`src/rtl/ft_error_monitor.sv`:
```
// Error-event monitor for a bank of TMR registers: turns voter error levels into edge events,
// counts them with saturation, keeps sticky flags and a first-event capture, and raises an alarm.
module ft_error_monitor #(
    parameter int unsigned N_SRC     = 4,
    parameter int unsigned CNT_WIDTH = 16,
    parameter int unsigned SRC_W     = (N_SRC > 1) ? $clog2(N_SRC) : 1
) (
    input  logic                 clk_i,
    input  logic                 rstn_i,
    input  logic [N_SRC-1:0]     error1_i,
    input  logic [N_SRC-1:0]     error2_i,
    input  logic [CNT_WIDTH-1:0] thresh_i,
    input  logic                 clear_i,
    output logic [CNT_WIDTH-1:0] cnt1_o,
    output logic [CNT_WIDTH-1:0] cnt2_o,
    output logic [N_SRC-1:0]     sticky1_o,
    output logic [N_SRC-1:0]     sticky2_o,
    output logic                 first_valid_o,
    output logic [SRC_W-1:0]     first_src_o,
    output logic                 first_type_o,
    output logic                 irq_o
);

    localparam int unsigned PopW = $clog2(N_SRC + 1);
    localparam int unsigned SumW = CNT_WIDTH + PopW;

    typedef enum logic [1:0] {StIdle, StLogged, StAlarm} state_e;

    state_e               state_q, state_d, state_base;
    logic [N_SRC-1:0]     prev_s_q, prev_d_q;
    logic [N_SRC-1:0]     cur_s, cur_d, ev_s, ev_d;
    logic [CNT_WIDTH-1:0] cnt1_q, cnt1_d, cnt2_q, cnt2_d;
    logic [N_SRC-1:0]     sticky1_q, sticky1_d, sticky2_q, sticky2_d;
    logic                 first_valid_q, first_valid_d;
    logic [SRC_W-1:0]     first_src_q, first_src_d;
    logic                 first_type_q, first_type_d;
    logic                 irq_q, irq_d;
    logic [PopW-1:0]      pop1, pop2;
    logic [SumW-1:0]      sum1, sum2;
    logic [SRC_W-1:0]     sel_s, sel_d;
    logic                 any_ev, alarm;

    // Double classification dominates; an s->d or d->s change is a fresh event of the new kind.
    always_comb begin
        cur_d = error2_i;
        cur_s = error1_i & ~error2_i;
        ev_d  = cur_d & ~prev_d_q;
        ev_s  = cur_s & ~prev_s_q;
        any_ev = |{ev_d, ev_s};
    end

    always_comb begin
        pop1 = '0;
        pop2 = '0;
        for (int i = 0; i < int'(N_SRC); i++) begin
            pop1 = pop1 + PopW'(ev_s[i]);
            pop2 = pop2 + PopW'(ev_d[i]);
        end
    end

    // A clear in the same cycle as events keeps just that cycle's contribution.
    always_comb begin
        sum1 = (clear_i ? SumW'(0) : SumW'(cnt1_q)) + SumW'(pop1);
        sum2 = (clear_i ? SumW'(0) : SumW'(cnt2_q)) + SumW'(pop2);
        cnt1_d = (|sum1[SumW-1:CNT_WIDTH]) ? {CNT_WIDTH{1'b1}} : sum1[CNT_WIDTH-1:0];
        cnt2_d = (|sum2[SumW-1:CNT_WIDTH]) ? {CNT_WIDTH{1'b1}} : sum2[CNT_WIDTH-1:0];
        sticky1_d = (clear_i ? '0 : sticky1_q) | ev_s;
        sticky2_d = (clear_i ? '0 : sticky2_q) | ev_d;
    end

    // Descending scan so the lowest set index is the one left standing.
    always_comb begin
        sel_s = '0;
        sel_d = '0;
        for (int i = int'(N_SRC) - 1; i >= 0; i--) begin
            if (ev_s[i]) begin
                sel_s = SRC_W'(i);
            end
            if (ev_d[i]) begin
                sel_d = SRC_W'(i);
            end
        end
    end

    always_comb begin
        first_valid_d = clear_i ? 1'b0 : first_valid_q;
        first_src_d   = clear_i ? '0 : first_src_q;
        first_type_d  = clear_i ? 1'b0 : first_type_q;
        if (!first_valid_d && any_ev) begin
            first_valid_d = 1'b1;
            first_type_d  = |ev_d;
            first_src_d   = (|ev_d) ? sel_d : sel_s;
        end
    end

    always_comb begin
        alarm = (cnt2_d != '0) || ((thresh_i != '0) && (cnt1_d >= thresh_i));
        state_base = clear_i ? StIdle : state_q;
        state_d = state_base;
        case (state_base)
            StAlarm: state_d = StAlarm;
            default: begin
                if (alarm) begin
                    state_d = StAlarm;
                end else if (any_ev) begin
                    state_d = StLogged;
                end
            end
        endcase
        irq_d = (state_d == StAlarm);
    end

    always_ff @(posedge clk_i or negedge rstn_i) begin
        if (!rstn_i) begin
            state_q       <= StIdle;
            prev_s_q      <= '0;
            prev_d_q      <= '0;
            cnt1_q        <= '0;
            cnt2_q        <= '0;
            sticky1_q     <= '0;
            sticky2_q     <= '0;
            first_valid_q <= 1'b0;
            first_src_q   <= '0;
            first_type_q  <= 1'b0;
            irq_q         <= 1'b0;
        end else begin
            state_q       <= state_d;
            prev_s_q      <= cur_s;
            prev_d_q      <= cur_d;
            cnt1_q        <= cnt1_d;
            cnt2_q        <= cnt2_d;
            sticky1_q     <= sticky1_d;
            sticky2_q     <= sticky2_d;
            first_valid_q <= first_valid_d;
            first_src_q   <= first_src_d;
            first_type_q  <= first_type_d;
            irq_q         <= irq_d;
        end
    end

    assign cnt1_o        = cnt1_q;
    assign cnt2_o        = cnt2_q;
    assign sticky1_o     = sticky1_q;
    assign sticky2_o     = sticky2_q;
    assign first_valid_o = first_valid_q;
    assign first_src_o   = first_src_q;
    assign first_type_o  = first_type_q;
    assign irq_o         = irq_q;

endmodule

```
`config.mk`:
```
export PLATFORM = sky130hd
export DESIGN_NAME = ft_error_monitor
export DESIGN_NICKNAME = d
export VERILOG_FILES = /design/src/rtl/ft_error_monitor.sv
export SDC_FILE = /design/constraint.sdc
export NUM_CORES = 1
export LEC_CHECK = 0
export ABC_AREA = 1
export BUFFER_PORTS_ARGS = -buffer_cell sky130_fd_sc_hd__buf_2
export CORE_MARGIN = 1.5
export CORE_UTILIZATION = 27
export CTS_CLUSTER_SIZE = 30
export DETAILED_ROUTE_END_ITERATION = 7
export PLACE_DENSITY_LB_ADDON = 0.08
export SKIP_LAST_GASP = 1
export SLEW_MARGIN = 20
export SYNTH_ARGS = -nofsm -noshare
export SYNTH_HDL_FRONTEND = slang
export SYNTH_SLANG_ARGS = --single-unit
```
`constraint.sdc`:
```
create_clock -name clk_i -period 9.7 [get_ports clk_i]
set_input_delay 2.91 -clock clk_i [delete_from_list [all_inputs] [get_ports clk_i]]
set_output_delay 2.91 -clock clk_i [all_outputs]
set_load 0.01 [all_outputs]
```
==> impl_metrics.yaml <==
die:
  chipWidth_um: 117.8
  ios: 72
  die_y_um: 117.8
  rows: 41
  start_util: 0.2795
  die-area_um2: 13870
  core_um2: 12720
clocking:
  clock-sinks: 55
  cts_resized: 0
  cts_setup_buffers: 0
  clk_pin_slew_worst_paths_ps: 70
  clock_path_buffers: 2
  clock_latency_ps: 290
  cts_root_buf: "clkbuf_16"
  tritoncts.num_buffers: 5
  tritoncts: "built"
  postCtsHoldBufs: 0
  cts_max_level: 2
pwr:
  power_switching_mw: 0.1797
  vdd.ir_drop.worst_mv: 0.06047
  cellPowerDensity_nw_per_um2: 135.8
  p_int_mw: 0.3934
  p_sw_frac: 0.3135
  comb_power_share: 0.225
  power.leakage_nw: 2.400
  seqPwrFrac: 0.461
  clockPowerShare: 0.314
critical_path:
  path_cells: "buf_2 -> nor3_1 -> fa_1 -> fa_1 -> fa_1 -> nand2_1 -> nor2_2 -> nand4_1 -> nor2_1 -> nand2_1 -> inv_1 -> nand4_1 -> inv_2 -> a21oi_1 -> o21ai_0 -> ha_1 -> a21oi_1 -> o21ai_0 -> a21oi_1 -> nand3_1 -> o21ai_0 -> o2111ai_1"
  cp-start-kind: "input pin"
  worstPathRequired_ps: 9840
  timing.rr.end: "irq_o"
  r2r_slack_ps: 5040
  worstPathArrival_ps: 7190
  critical_path.top_delay_family: "adder cells"
  max_stage_delay_ps: 510
  worstPathMaxFanout: 11
  critical_path_class: "in2reg"
  ff2ff_path_depth: 21
  end_kind: "register"
  slowest_stage: "fa_1"
  r2r_start: "prev_s_q[1]"
  timing.critical_path.buf_inv: 3
timing:
  slew_headroom: 0.4841
  min_period_over_period: 0.7260
  fin_crit_ps: 7042
  finClkSkew_ps: 5.192
  fin_setup_tns_ps: 0
  tightest_slew_ps: 772.8
  rsz0062_at_grt: "no"
  fmax_mhz: 142.0
  hold_violations: 0
  finalSetupViolations: 0
  slew_violations: 0
global_routing:
  grt_pass1_vias: 3186
  grt_util_met1: 0.1794
  antenna_found_initial: 0
  met3_usage: 0.02083
  grt_max_degree: 56
  overflow: 0
  busiest_layer: "met2"
  grt_util_met2: 0.2460
  grtUsageTotal: 0.1402
  grt_pass1_wl_um: 15620
logic_synthesis:
  syn_inst: 467
  yosysSeqAreaShare: 0.3871
  synth.cell_area_um2: 3556
  yosys.area_share.simple: 0.3079
  synth_fp_nets: 520
  yosys.area_share.adder: 0.1042
  synth_compound_area_frac: 0.07776
  synth_top_family_by_area: "simple AND/OR/NAND/NOR gates"
  yosysWarnings: 0
  ys_seq_elements: 55
  ys_types: 38
  muxShareOfSynthArea: 0
  synthXorXnorAreaFrac: 0.009852
  synth_area_per_cell_um2: 7.614
detailed_routing:
  vias: 3134
  drt_iter0_markers: 128
  drtAntennaViolNets: 0
  drtPass1Iterations: 4
  drc: 0
  wl_per_cell_um: 13.12
  wirelength_um: 9314
  viasPerCell: 4.414
hold_path:
  hold_end: "sticky2_o[2]"
  hold_depth: 2
  worstHoldStart: "sticky2_o[2]"
  hold_path.class: "reg2reg"
finish:
  drive_gt1_frac: 0.1989
  insertedDiodeCount: 0
  post-route-util: 0.3316
  seq_area_um2: 1376
  area_growth_pct: 18.65
  layout.nets: 591
  num-fill-cells: 1405
  multiInputGateArea_um2: 1777
placed_design:
  hpwl_um: 7253
  gp_congestion: 0.7841
  io_buffer_count: 71
run:
  drv_cap: 0
outcome:
  outcome: "finished, final reports clean"
==> cells in the final DEF (no fill, tap or decap), drive strengths merged <==
cell type	Yosys	routed
nand3	40	40
o2111ai	2	2
xor2	4	4
o21ai	16	16
o211ai	4	4
inv	93	93
nor2	61	61
a31o	1	1
dfrtp	55	55
o22ai	2	2
clkinv	0	2
nor4	3	3
clkbuf	1	5
nand2	103	103
nor3	11	11
o21a	1	1
o31ai	1	1
buf	7	72
nand4	11	11
or2	4	4
ha	20	20
a21oi	18	18
nand3b	3	3
fa	6	6
==> synth_stat cells (all sizes together) <==
cell type,number,area share
a21oi,18,0.032
o22ai,2,0.0035
o31ai,1,0.0021
nor2,61,0.072
nor3,11,0.017
a31o,1,0.0025
clkbuf,1,0.0011
o2111ai,2,0.0049
o211ai,4,0.0084
fa,6,0.034
nand2,103,0.12
nand3,40,0.064
dfrtp,55,0.39
nand3b,3,0.0063
inv,93,0.098
nand4,11,0.021
nor4,3,0.0053
or2,4,0.0070
buf,7,0.014
xor2,4,0.0099
o21a,1,0.0021
o21ai,16,0.023
ha,20,0.070
==> through the flow <==
stage / total power, mW / hold slack, ps / cell area, um^2 / worst slack (ps) / instances
after floorplan: 0.3468 / 506.7 / 3556 / 3213 / 467
after global placement: 0.4003 / 460.6 / 4080 / 2416 / 703
after detailed placement: 0.4013 / 462.0 / 4080 / 2341 / 703
after CTS: 0.5855 / 481.8 / 4219 / 2658 / 710
after global routing: 0.6129 / 508.8 / 4219 / 2286 / 710
final: 0.5730 / 476.4 / 4219 / 2658 / 710
==> sequential cells by signal (all words and copies together), names as in the netlist, 2 cells and up <==
| name | flops |
|---|---|
| prev_d_q | 4 |
| cnt2_o | 16 |
| prev_s_q | 4 |
| cnt1_o | 16 |
| first_src_o | 2 |
| sticky2_o | 4 |
| state_q | 2 |
| sticky1_o | 4 |
==> final cells by class <==
type | instances | share of cell area
multi-input combinational | 311 | 0.4211
sequential | 55 | 0.3262
timing repair buffer | 72 | 0.08600
inverter | 93 | 0.08274
tap | 172 | 0.05101
clock buffer | 5 | 0.02966
clock inverter | 2 | 0.003262
==> power groups by stage <==
stage                     Combinational [mW]  Sequential [mW]  Clock [mW]
after floorplan                       0.0729            0.274           0
after global placement                 0.131            0.269           0
after detailed placement               0.132            0.270           0
after CTS                              0.132            0.265       0.188
after global routing                   0.150            0.267       0.196
final                                  0.129            0.264       0.180
==> metal layers <==
metal | vias up | part of all wire
met5 | - | 0
met4 | 0 | 0.015
met3 | 8 | 0.030
li1 | 1617 | -
met1 | 1442 | 0.47
met2 | 67 | 0.48
==> logic make-up after synthesis <==
family	Yosys count
adders and majority gates	26
and+or+nand+nor	236
AOI/OAI and AO/OA	45
xor gates and xnor gates	4
DFF	55
buffers and inverters	101
==> worst reg2reg max path, delay by kind of cell (launching register included) <==
family | cells | cell delay (ps)
fa+ha+maj | 4 | 1720
simple gates | 8 | 1210
compound gates | 7 | 1060
flops | 1 | 360
buf+inv | 2 | 170
==> worst max-delay path by stage <==
stage	from	end	slack, ps	cells after the start
final	error2_i[1]	irq_o	2660	22
after floorplan	error2_i[1]	state_q[0]	3210	23
after CTS	error2_i[1]	irq_o	2660	23
after global placement	error2_i[1]	irq_o	2420	23
after detailed placement	error2_i[1]	irq_o	2340	23
after global routing	error2_i[1]	irq_o	2290	23
(Power assumes the default switching activity.)
